`src/rtl/memory_cycle_if.sv`:
```
// Data-memory req/ack bus between the memory stage and the data memory.
//   req   : transfer request, held until ack (or abort)
//   we    : 1 = write, 0 = read
//   addr  : word-aligned byte address
//   wdata : lane-steered write data
//   be    : byte enables
//   ack   : transfer complete; rdata is valid in the same cycle
//   rdata : read word
// master = memory stage side, slave = memory side.
interface memory_cycle_if;
  logic        req;
  logic        we;
  logic [31:0] addr;
  logic [31:0] wdata;
  logic [3:0]  be;
  logic        ack;
  logic [31:0] rdata;

  modport master (
    output req,
    output we,
    output addr,
    output wdata,
    output be,
    input  ack,
    input  rdata
  );

  modport slave (
    input  req,
    input  we,
    input  addr,
    input  wdata,
    input  be,
    output ack,
    output rdata
  );
endinterface

```
`src/rtl/memory_cycle.sv`:
```
// RV32I memory stage. Runs loads/stores from the EX/MEM register over a req/ack
// data bus that may insert wait states, steers store lanes, extracts and extends
// load data, and drives the MEM/WB register.
// Ports:
//   clk, rst       : clock (rising edge), asynchronous active-low reset
//   *M inputs      : EX/MEM pipeline fields; funct3 = InstrM[14:12]
//   dmem           : data-memory bus (master side)
//   stall_M        : hold IF/ID/EX and EX/MEM while an access waits
//   *W outputs     : MEM/WB register, ReadDataW is the extended load data
//   misalign_W     : one-cycle misaligned access fault
//   bus_err_W      : one-cycle bus timeout fault
module memory_cycle #(
  parameter int unsigned TIMEOUT = 16,
  parameter logic [31:0] NOP     = 32'h0000_0013
) (
  input  logic                  clk,
  input  logic                  rst,
  input  logic                  RegWriteM,
  input  logic [1:0]            ResultSrcM,
  input  logic                  LoadM,
  input  logic                  StoreM,
  input  logic [4:0]            RD_M,
  input  logic [31:0]           PCPlus4M,
  input  logic [31:0]           WriteDataM,
  input  logic [31:0]           ALU_ResultM,
  input  logic [31:0]           InstrM,
  memory_cycle_if.master        dmem,
  output logic                  stall_M,
  output logic                  RegWriteW,
  output logic [1:0]            ResultSrcW,
  output logic [4:0]            RD_W,
  output logic [31:0]           PCPlus4W,
  output logic [31:0]           ALU_ResultW,
  output logic [31:0]           InstrW,
  output logic [31:0]           ReadDataW,
  output logic                  misalign_W,
  output logic                  bus_err_W
);

  localparam int unsigned CntW = (TIMEOUT > 1) ? $clog2(TIMEOUT + 1) : 1;
  localparam logic [CntW-1:0] TimeoutCnt = CntW'(TIMEOUT);

  typedef enum logic [0:0] {StIdle, StBusy} state_e;

  state_e          state_q, state_d;
  logic [CntW-1:0] cnt_q, cnt_d;

  logic [2:0]  funct3;
  logic [1:0]  lane;
  logic        access;
  logic        misaligned;
  logic        done;
  logic        timeout_hit;
  logic [7:0]  rd_byte;
  logic [15:0] rd_half;
  logic [31:0] load_data;

  assign funct3 = InstrM[14:12];
  assign lane   = ALU_ResultM[1:0];
  assign access = LoadM | StoreM;

  always_comb begin
    misaligned = 1'b0;
    if (access) begin
      unique case (funct3[1:0])
        2'b01:   misaligned = lane[0];
        2'b10:   misaligned = (lane != 2'b00);
        default: misaligned = 1'b0;
      endcase
    end
  end

  // Bus outputs, store steering and load extraction.
  always_comb begin
    dmem.addr  = {ALU_ResultM[31:2], 2'b00};
    dmem.we    = StoreM & ~LoadM;
    dmem.wdata = WriteDataM;
    dmem.be    = 4'hF;
    if (StoreM && !LoadM) begin
      unique case (funct3[1:0])
        2'b00: begin
          dmem.wdata = {4{WriteDataM[7:0]}};
          dmem.be    = 4'b0001 << lane;
        end
        2'b01: begin
          dmem.wdata = {2{WriteDataM[15:0]}};
          dmem.be    = lane[1] ? 4'b1100 : 4'b0011;
        end
        default: begin
          dmem.wdata = WriteDataM;
          dmem.be    = 4'hF;
        end
      endcase
    end

    unique case (lane)
      2'b00:   rd_byte = dmem.rdata[7:0];
      2'b01:   rd_byte = dmem.rdata[15:8];
      2'b10:   rd_byte = dmem.rdata[23:16];
      default: rd_byte = dmem.rdata[31:24];
    endcase
    rd_half = lane[1] ? dmem.rdata[31:16] : dmem.rdata[15:0];

    unique case (funct3)
      3'b000:  load_data = {{24{rd_byte[7]}}, rd_byte};
      3'b001:  load_data = {{16{rd_half[15]}}, rd_half};
      3'b100:  load_data = {24'h0, rd_byte};
      3'b101:  load_data = {16'h0, rd_half};
      default: load_data = dmem.rdata;
    endcase
  end

  // FSM next state and handshake. Gating with rst drops req/stall the instant
  // reset asserts, even while the state register still reads BUSY.
  always_comb begin
    state_d     = state_q;
    cnt_d       = cnt_q;
    dmem.req    = 1'b0;
    timeout_hit = 1'b0;
    stall_M     = 1'b0;

    unique case (state_q)
      StIdle: begin
        dmem.req = rst & access & ~misaligned;
        if (dmem.req && !dmem.ack) begin
          stall_M = 1'b1;
          state_d = StBusy;
          cnt_d   = CntW'(1);
        end else begin
          cnt_d = '0;
        end
      end
      StBusy: begin
        dmem.req = rst;
        if (dmem.ack) begin
          state_d = StIdle;
          cnt_d   = '0;
        end else if ((TIMEOUT != 0) && (cnt_q == TimeoutCnt)) begin
          timeout_hit = 1'b1;
          state_d     = StIdle;
          cnt_d       = '0;
        end else begin
          stall_M = rst;
          cnt_d   = cnt_q + CntW'(1);
        end
      end
      default: begin
        state_d = StIdle;
        cnt_d   = '0;
      end
    endcase
  end

  assign done = dmem.req & dmem.ack;

  always_ff @(posedge clk or negedge rst) begin
    if (!rst) begin
      state_q <= StIdle;
      cnt_q   <= '0;
    end else begin
      state_q <= state_d;
      cnt_q   <= cnt_d;
    end
  end

  // MEM/WB register: a bubble while stalled, otherwise one capture per access.
  always_ff @(posedge clk or negedge rst) begin
    if (!rst) begin
      RegWriteW   <= 1'b0;
      ResultSrcW  <= 2'b00;
      RD_W        <= 5'd0;
      PCPlus4W    <= 32'h0;
      ALU_ResultW <= 32'h0;
      InstrW      <= NOP;
      ReadDataW   <= 32'h0;
      misalign_W  <= 1'b0;
      bus_err_W   <= 1'b0;
    end else if (stall_M) begin
      RegWriteW   <= 1'b0;
      ResultSrcW  <= 2'b00;
      RD_W        <= 5'd0;
      PCPlus4W    <= 32'h0;
      ALU_ResultW <= 32'h0;
      InstrW      <= NOP;
      ReadDataW   <= 32'h0;
      misalign_W  <= 1'b0;
      bus_err_W   <= 1'b0;
    end else begin
      RegWriteW   <= RegWriteM & ~misaligned & ~timeout_hit;
      ResultSrcW  <= ResultSrcM;
      RD_W        <= RD_M;
      PCPlus4W    <= PCPlus4M;
      ALU_ResultW <= ALU_ResultM;
      InstrW      <= InstrM;
      ReadDataW   <= (LoadM && done) ? load_data : 32'h0;
      misalign_W  <= misaligned;
      bus_err_W   <= timeout_hit;
    end
  end

endmodule

```
`src/flat_wrapper.sv`:
```
// flat-port wrapper written by rule: the top's interface ports become plain ports
module memory_cycle_flat 
#(
  parameter int unsigned TIMEOUT = 16,
  parameter logic [31:0] NOP     = 32'h0000_0013
)
  (clk, rst, RegWriteM, ResultSrcM, LoadM, StoreM, RD_M, PCPlus4M, WriteDataM, ALU_ResultM, InstrM, stall_M, RegWriteW, ResultSrcW, RD_W, PCPlus4W, ALU_ResultW, InstrW, ReadDataW, misalign_W, bus_err_W, dmem_req, dmem_we, dmem_addr, dmem_wdata, dmem_be, dmem_ack, dmem_rdata);
  memory_cycle_if dmem_i ();
  input  logic clk;
  input  logic rst;
  input  logic RegWriteM;
  input  logic [1:0] ResultSrcM;
  input  logic LoadM;
  input  logic StoreM;
  input  logic [4:0] RD_M;
  input  logic [31:0] PCPlus4M;
  input  logic [31:0] WriteDataM;
  input  logic [31:0] ALU_ResultM;
  input  logic [31:0] InstrM;
  output logic stall_M;
  output logic RegWriteW;
  output logic [1:0] ResultSrcW;
  output logic [4:0] RD_W;
  output logic [31:0] PCPlus4W;
  output logic [31:0] ALU_ResultW;
  output logic [31:0] InstrW;
  output logic [31:0] ReadDataW;
  output logic misalign_W;
  output logic bus_err_W;
  output wire logic [$bits(dmem_i.req)-1:0] dmem_req;
  output wire logic [$bits(dmem_i.we)-1:0] dmem_we;
  output wire logic [$bits(dmem_i.addr)-1:0] dmem_addr;
  output wire logic [$bits(dmem_i.wdata)-1:0] dmem_wdata;
  output wire logic [$bits(dmem_i.be)-1:0] dmem_be;
  input wire logic [$bits(dmem_i.ack)-1:0] dmem_ack;
  input wire logic [$bits(dmem_i.rdata)-1:0] dmem_rdata;
  assign dmem_req = dmem_i.req;
  assign dmem_we = dmem_i.we;
  assign dmem_addr = dmem_i.addr;
  assign dmem_wdata = dmem_i.wdata;
  assign dmem_be = dmem_i.be;
  assign dmem_i.ack = dmem_ack;
  assign dmem_i.rdata = dmem_rdata;
  memory_cycle #(.TIMEOUT(TIMEOUT), .NOP(NOP)) u_core (.clk(clk), .rst(rst), .RegWriteM(RegWriteM), .ResultSrcM(ResultSrcM), .LoadM(LoadM), .StoreM(StoreM), .RD_M(RD_M), .PCPlus4M(PCPlus4M), .WriteDataM(WriteDataM), .ALU_ResultM(ALU_ResultM), .InstrM(InstrM), .dmem(dmem_i), .stall_M(stall_M), .RegWriteW(RegWriteW), .ResultSrcW(ResultSrcW), .RD_W(RD_W), .PCPlus4W(PCPlus4W), .ALU_ResultW(ALU_ResultW), .InstrW(InstrW), .ReadDataW(ReadDataW), .misalign_W(misalign_W), .bus_err_W(bus_err_W));
endmodule
```
`config.mk`:
```
export PLATFORM = sky130hd
export DESIGN_NAME = memory_cycle_flat
export DESIGN_NICKNAME = d
export VERILOG_FILES = /design/src/rtl/memory_cycle_if.sv /design/src/rtl/memory_cycle.sv /design/src/flat_wrapper.sv
export SDC_FILE = /design/constraint.sdc
export NUM_CORES = 1
export LEC_CHECK = 0
export CAP_MARGIN = 20
export CORE_AREA = 4 4 145 147
export DETAILED_ROUTE_END_ITERATION = 16
export DIE_AREA = 0 0 149 151
export GPL_TIMING_DRIVEN = 0
export PLACE_DENSITY = 0.68
export SLEW_MARGIN = 15
export SYNTH_ARGS = -nofsm -noshare
export SYNTH_HDL_FRONTEND = slang
export SYNTH_SLANG_ARGS = --single-unit
```
`constraint.sdc`:
```
create_clock -name clk -period 2.1 [get_ports clk]
set_input_delay 0.42 -clock clk [delete_from_list [all_inputs] [get_ports clk]]
set_output_delay 0.42 -clock clk [all_outputs]
set_load 0.01 [all_outputs]
```
==> results.py, run 1 <==
metrics = {
    "status": {
        "status": "finished clean",
    },
    "sta": {
        "timing.setup.tns_ns": 0,
        "worst-slew-pin-transition_ns": 0.855,
        "hold_viol_final": 0,
        "worst_slew_margin_rel_pct": 42.8,
        "rsz_0062_raised_after_global_routing": "true",
        "number_of_slew_limit_violations_in_the_final_report": 0,
        "timing.fmax_mhz": 483,
        "fin_crit_sh_pct": 98.7,
        "count_of_endpoints_failing_setup_in_the_final_report": 0,
        "hold-worst-slack_ns": 0.0433,
        "finalClockSkew_ns": 0.00962,
        "post-route-min-period_ns": 2.07,
    },
    "power_and_ir_drop": {
        "worst_ir_drop_vdd_mv": 0.525,
        "pwr_density_cell_nw_per_um2": 687,
        "leakagePower_nw": 4.96,
        "power.total_w": 0.00769,
    },
    "synthesis": {
        "cell_taking_the_most_area_after_synthesis": "sky130_fd_sc_hd__dfrtp_1",
        "post_synthesis_instance_total": 515,
        "yosys_register_bits": 144,
        "synth-edff-count": 0,
        "yosys-top-cells-area": "sky130_fd_sc_hd__dfrtp_1 60%, sky130_fd_sc_hd__nor2b_1 11%, sky130_fd_sc_hd__buf_4 5.6%",
        "synth_top_area_share_pct": 60.0,
        "synth.most_common_cell": "sky130_fd_sc_hd__dfrtp_1",
        "synth.top_cells.by_count": "141 x sky130_fd_sc_hd__dfrtp_1, 100 x sky130_fd_sc_hd__nor2b_1, 44 x sky130_fd_sc_hd__buf_4, 38 x sky130_fd_sc_hd__nand2_1, 37 x sky130_fd_sc_hd__nor2_1",
        "avgSynthCellArea_sq_um": 11.4,
        "synth_seq_area_share_pct": 61.3,
        "number_of_library_cell_types_mapped_by_synthesis": 41,
        "ys.warnings.count": 0,
        "most_frequently_used_flop_master_after_synthesis": "sky130_fd_sc_hd__dfrtp_1",
        "synth.cell_area_sq_um": 5880,
        "synth_async_sr_flop_share_pct": 100,
    },
    "worst_setup_path": {
        "cp_data_arrival_time_ns": 1.65,
        "list_of_cells_traversed_by_the_critical_path": "clkdlybuf4s50_1, buf_4, clkdlybuf4s50_1",
        "worst-endpoint-required_ns": 1.68,
        "timing.critical_path.mode_cell": "sky130_fd_sc_hd__clkdlybuf4s50_1",
        "critPathSlowestCell": "sky130_fd_sc_hd__clkdlybuf4s50_1",
        "biggest_cell_delay_along_the_critical_path_ns": 0.57,
        "rr_startpoint": "u_core.cnt_q[1]$_DFF_PN0_",
        "element_type_at_the_critical_path_start": "input pin",
        "critPathTopFamily": "buffers and inverters",
        "timing.setup.critical_path_class": "in2out",
        "crit_fanout": 4,
        "timing.critical_path.buf_inv": 3,
        "cp-startpoint": "WriteDataM[1]",
        "worst_setup_path_end_kind": "output port",
    },
    "clocking": {
        "htree_levels": 4,
        "clock_tree_from_tritoncts": "done",
        "cell_at_the_root_of_the_clock_tree": "sky130_fd_sc_hd__clkbuf_16",
        "clkTransAtPathRegs_ns": 0.06,
        "clkLatencyLatePin_ns": 0.42,
        "clock_sink_total": 144,
        "cts_buffer_depth": 2,
        "numCtsBuffers": 17,
    },
    "layout": {
        "final_net_count": 1129,
        "flow.area_growth_from_synthesis_pct": 90.2,
        "area_used_by_sequential_logic_in_the_layout_sq_um": 3610,
        "finish.cell_count_without_fillers": 1235,
        "post_route_cells_drive_above_1_share_pct": 21.4,
        "postLayoutCoreUtil_pct": 56.2,
        "multiInputGateArea_sq_um": 2000,
        "fillCellCount": 1728,
    },
    "drt": {
        "antenna_violating_nets_post_route": 0,
        "dr_wl_met3_microns": 1480,
        "drt-pass1-iter-count": 5,
        "drc": 0,
        "detail_route.wirelength_microns": 22800,
        "vias_per_cell": 4.33,
        "uppermost_metal_layer_occupied_by_signal_nets": "met4",
        "wire_per_inst_microns": 18.5,
        "detailedRoute.firstIterationViolations": 269,
        "wl_met1_microns": 9190,
        "wl_met2_microns": 11700,
        "detailroute.via_count": 5349,
    },
    "placed_design": {
        "globalplace.congestion": 0.836,
        "placed_cells": 1166,
        "dpl.hpwl_microns": 16900,
        "port-buffer-count": 379,
    },
    "global_route": {
        "first_global_vias": 5451,
        "grt_pass1_wl_microns": 32700,
        "antenna_found_initial": 0,
        "grt.total_usage_pct": 19.4,
        "global_route.overflow_total": 0,
        "grt_start_max_net_pins": 45,
    },
    "floorplan": {
        "fp.dieArea_sq_um": 22500,
        "floorplan.initialDensity_pct": 29.5,
        "chipWidth_microns": 149,
        "std_cell_rows": 52,
        "io-pin-count": 382,
        "coreArea_sq_um": 19900,
        "die_y_microns": 151,
    },
    "worst_hold_path": {
        "path_category_of_the_worst_min_delay_check": "in2async",
    },
    "flow_run": {
        "max_cap_viol_count": 0,
    },
}
-- through the flow --
stage	setup slack (ns)	instance area (sq um)
floorplan	0.0685	5890
global placement	-6.54	10000
detailed placement	-1.48	10000
CTS	-0.143	11100
global route	-0.0485	11200
finish	0.0280	11200
-- layout by cell type (no fill, tap or decap), types with 5 or more instances in the layout --
cell type,count
sky130_fd_sc_hd__dfrtp_1,140
sky130_fd_sc_hd__a21oi_1,25
sky130_fd_sc_hd__mux2_2,7
sky130_fd_sc_hd__nor2_1,35
sky130_fd_sc_hd__o21ai_0,10
sky130_fd_sc_hd__a22o_1,8
sky130_fd_sc_hd__nor2b_1,98
sky130_fd_sc_hd__buf_6,11
sky130_fd_sc_hd__a222oi_1,7
sky130_fd_sc_hd__clkbuf_16,17
sky130_fd_sc_hd__clkdlybuf4s15_2,5
sky130_fd_sc_hd__buf_2,31
sky130_fd_sc_hd__a22oi_1,15
sky130_fd_sc_hd__clkdlybuf4s50_1,341
sky130_fd_sc_hd__nand2_1,37
sky130_fd_sc_hd__buf_4,69
-- state kept, by name (all words and copies together), names as in the netlist --
name                cells
u_core.misalign_W       1
u_core.ReadDataW       32
u_core.state_q          1
u_core.cnt_q            5
u_core.PCPlus4W        32
u_core.ResultSrcW       2
u_core.InstrW          32
u_core.bus_err_W        1
u_core.ALU_ResultW     32
u_core.RegWriteW        1
u_core.RD_W             5
-- path summary, 6_finish.rpt --
check                                            endpoint  slack (ns)  cells after the start
min reg2reg                     u_core.cnt_q[3]$_DFF_PN0_        0.59                      2
max reg2reg                   u_core.InstrW[11]$_DFF_PN0_        0.31                     10
min in group clk              u_core.InstrW[12]$_DFF_PN0_        0.36                      4
max                                         dmem_wdata[1]        0.03                      3
min                        u_core.ReadDataW[18]$_DFF_PN0_        0.04                      3
max in group asynchronous        u_core.state_q$_DFF_PN0_        0.69                      3
-- power breakdown --
| group | leakage [nW] | total (W) | internal [W] | switching (W) |
|---|---|---|---|---|
| logic | 2.88 | 0.00179 | 0.00105 | 0.000741 |
| registers | 1.80 | 0.00303 | 0.00297 | 0.0000593 |
| clock network | 0.274 | 0.00286 | 0.00160 | 0.00127 |
| total | 4.96 | 0.00769 | 0.00562 | 0.00207 |
-- kinds of logic (layout without fill, tap and decap cells) --
group | after synthesis | count (layout) | share of synthesized area (%)
and+or+nand+nor | 197 | 197 | 17.8
DFF | 144 | 144 | 61.3
AOI/OAI and AO/OA | 81 | 81 | 9.53
buffers and inverters | 75 | 523 | 8.13
muxes | 9 | 9 | 1.68
adders and majority gates | 5 | 5 | 1.06
xor gates and xnor gates | 3 | 3 | 0.447
other | 1 | 3 | 0.0638
-- cell type report --
type	instances	share of cell area, %
repair buffers	418	37.1
flip-flops and latches	144	32.3
multi-input cells	297	17.9
plain buffers	64	4.48
clock buffers	19	4.05
well taps	270	3.02
clock inverters	13	0.939
inverters	9	0.324
diodes	1	0.0224
-- worst reg2reg max path, delay by kind of cell (launching register included) --
kind                       cells  cell delay [ns]
AOI/OAI and AO/OA              1             0.09
buffers and inverters          5             0.69
DFF                            1             0.39
and+or+nand+nor                3             0.40
adders and majority gates      1             0.14
-- layer usage --
layer | vias to the layer above | global-route usage, %
met1 | 2578 | 24.0
met5 | - | 0
met2 | 213 | 33.3
li1 | 2532 | -
met4 | 0 | 5.17
met3 | 26 | 5.72
-- repair_timing --
action                                  CTS  global route
endpoints found under the setup margin  145            20
hold endpoints to repair                 59             0
cloned                                    5             0
hold buffers                              4             0
pin swaps                                 9             4
buffers inserted                         25             4
resized for setup                       187            28
Power figures use the tool's default switching activity.
==> inputs of run 2 (changes only) <==
HOLD_SLACK_MARGIN = 0.08   (was unset)
==> run 2 against run 1 <==
Effect of this change: final cell count up 0.24%; sequential power about the same; clock-buffer cell count unchanged; flip-flop and latch count unchanged; sequential share of layout area shrank 0.058 points; first-iteration DRC count is 2.2% lower; die area is the same; non-clock buffer count grew 3; routed wire length up 1.6%; worst setup slack better by 0.0031 ns; worst hold slack gained 0.054 ns.
==> results.py, run 2 (same netlist as run 1, synthesis figures left out) <==
metrics = {
    "sta": {
        "layout_setup_ws_ns": 0.0311,
        "count_of_endpoints_failing_setup_in_the_final_report": 0,
        "worst_slew_margin_rel_pct": 42.7,
        "rsz_0062_raised_after_global_routing": "true",
        "worst-slew-pin-transition_ns": 0.856,
        "fin_crit_sh_pct": 98.5,
        "hold_viol_final": 0,
        "finalClockSkew_ns": 0.00884,
        "timing.setup.tns_ns": 0,
        "post-route-min-period_ns": 2.07,
        "hold-worst-slack_ns": 0.0971,
        "timing.fmax_mhz": 483,
        "number_of_slew_limit_violations_in_the_final_report": 0,
    },
    "worst_hold_path": {
        "path_category_of_the_worst_min_delay_check": "in2async",
    },
    "global_route": {
        "grt_start_max_net_pins": 45,
        "grt_pass1_wl_microns": 33100,
        "first_global_vias": 5477,
        "global_route.overflow_total": 0,
        "grt.total_usage_pct": 19.7,
        "antenna_found_initial": 0,
    },
    "worst_setup_path": {
        "cp_data_arrival_time_ns": 1.65,
        "worst_setup_path_end_kind": "output port",
        "element_type_at_the_critical_path_start": "input pin",
        "worst-endpoint-required_ns": 1.68,
        "timing.setup.critical_path_class": "in2out",
        "crit_fanout": 4,
    },
    "power_and_ir_drop": {
        "switching_share_of_power_pct": 26.9,
        "pwr_density_cell_nw_per_um2": 686,
        "leakagePower_nw": 4.97,
        "clockPowerShare_pct": 37.2,
        "p_seq_share_pct": 39.5,
        "share_comb_of_total_power_pct": 23.4,
        "worst_ir_drop_vdd_mv": 0.524,
        "internal_power_w": 0.00562,
        "power.switching_w": 0.00207,
    },
    "floorplan": {
        "coreArea_sq_um": 19900,
        "floorplan.initialDensity_pct": 29.5,
        "io-pin-count": 382,
        "die_y_microns": 151,
        "chipWidth_microns": 149,
        "std_cell_rows": 52,
        "fp.dieArea_sq_um": 22500,
    },
    "clocking": {
        "clkTransAtPathRegs_ns": 0.07,
        "cts_buffer_depth": 2,
        "clkLatencyLatePin_ns": 0.42,
        "htree_levels": 4,
        "clock_sink_total": 144,
        "clock_tree_from_tritoncts": "done",
        "cell_at_the_root_of_the_clock_tree": "sky130_fd_sc_hd__clkbuf_16",
        "numCtsBuffers": 17,
    },
    "layout": {
        "final_cell_mix": "341 x sky130_fd_sc_hd__clkdlybuf4s50_1, 140 x sky130_fd_sc_hd__dfrtp_1, 98 x sky130_fd_sc_hd__nor2b_1",
        "leading_cell_type_in_the_layout_fill_and_taps_excluded": "sky130_fd_sc_hd__clkdlybuf4s50_1",
        "flow.area_growth_from_synthesis_pct": 90.6,
        "post_route_cells_drive_above_1_share_pct": 21.2,
        "finish.cell_count_without_fillers": 1238,
        "finish.instance_area_sq_um": 11200,
        "final_net_count": 1132,
    },
    "drt": {
        "antenna_violating_nets_post_route": 0,
        "detailroute.via_count": 5374,
        "vias_per_cell": 4.34,
        "detail_route.wirelength_microns": 23200,
        "wire_per_inst_microns": 18.8,
        "drt-pass1-iter-count": 5,
        "drc": 0,
        "detailedRoute.firstIterationViolations": 263,
    },
    "placed_design": {
        "globalplace.congestion": 0.836,
        "port-buffer-count": 379,
        "dpl.hpwl_microns": 16900,
        "post_dp_cell_area_sq_um": 10000,
        "placement.setup.worst_slack_ns": -1.48,
        "placed_cells": 1166,
    },
    "status": {
        "status": "finished clean",
    },
    "flow_run": {
        "max_cap_viol_count": 0,
    },
}
[run 2: metrics by stage]
step	utilization, %	power, W
after CTS	55.9	0.00775
final	56.3	0.00769
after detailed placement	50.5	0.00475
after global routing	56.3	0.00802
after global placement	50.3	0.00473
after floorplan	-	0.00364
[run 2: worst max-delay path, stage by stage]
cell                              delay [ns]
sky130_fd_sc_hd__clkdlybuf4s50_1        0.56
sky130_fd_sc_hd__buf_4                  0.14
sky130_fd_sc_hd__clkdlybuf4s50_1        0.52
[run 2: metal layers]
| metal | vias up | track usage, % | wire (microns) |
|---|---|---|---|
| met1 | 2591 | 24.3 | 9220 |
| li1 | 2534 | - | - |
| met3 | 26 | 5.72 | 1570 |
| met5 | - | 0 | 0 |
| met2 | 223 | 34.0 | 12000 |
| met4 | 0 | 5.17 | 439 |
[run 2: final cells by class]
cell class                      count  area (sq um)
Timing Repair Buffer              421          4170
Clock buffer                       19           453
Tap cell                          270           338
Clock inverter                     13           105
Buffer                             64           502
Inverter                            9          36.3
Antenna cell                        1          2.50
Multi-Input combinational cell    297          2000
Sequential cell                   144          3610
Fill cell                        1722          8700
[run 2: power by group through the flow]
stage          combinational, W  clock (W)  sequential (W)
5_1_grt                 0.00191    0.00306         0.00305
6_report                0.00180    0.00286         0.00303
2_1_floorplan          0.000451          0         0.00319
3_3_place_gp            0.00164          0         0.00308
3_5_place_dp            0.00166          0         0.00309
4_1_cts                 0.00179    0.00293         0.00304
[run 2: repair_timing]
action                                  4_1_cts  5_1_grt
gates resized for setup                     187       28
endpoints found under the hold margin        75        0
endpoints found under the setup margin      145       20
pin swaps                                     9        4
hold buffers                                  7        0
buffers inserted                             25        4
cloned                                        5        0
[run 2: path summary, 6_finish.rpt]
path	startpoint	end	slack, ns	depth (start not counted)
max in group asynchronous	rst	u_core.state_q$_DFF_PN0_	0.72	3
min in group clk	InstrM[12]	u_core.InstrW[12]$_DFF_PN0_	0.37	4
worst min register to register	u_core.cnt_q[3]$_DFF_PN0_	u_core.cnt_q[3]$_DFF_PN0_	0.59	2
worst min-delay path	rst	u_core.PCPlus4W[25]$_DFF_PN0_	0.1	2
worst max register to register	u_core.cnt_q[1]$_DFF_PN0_	u_core.InstrW[11]$_DFF_PN0_	0.32	10
worst max-delay path	WriteDataM[1]	dmem_wdata[1]	0.03	3
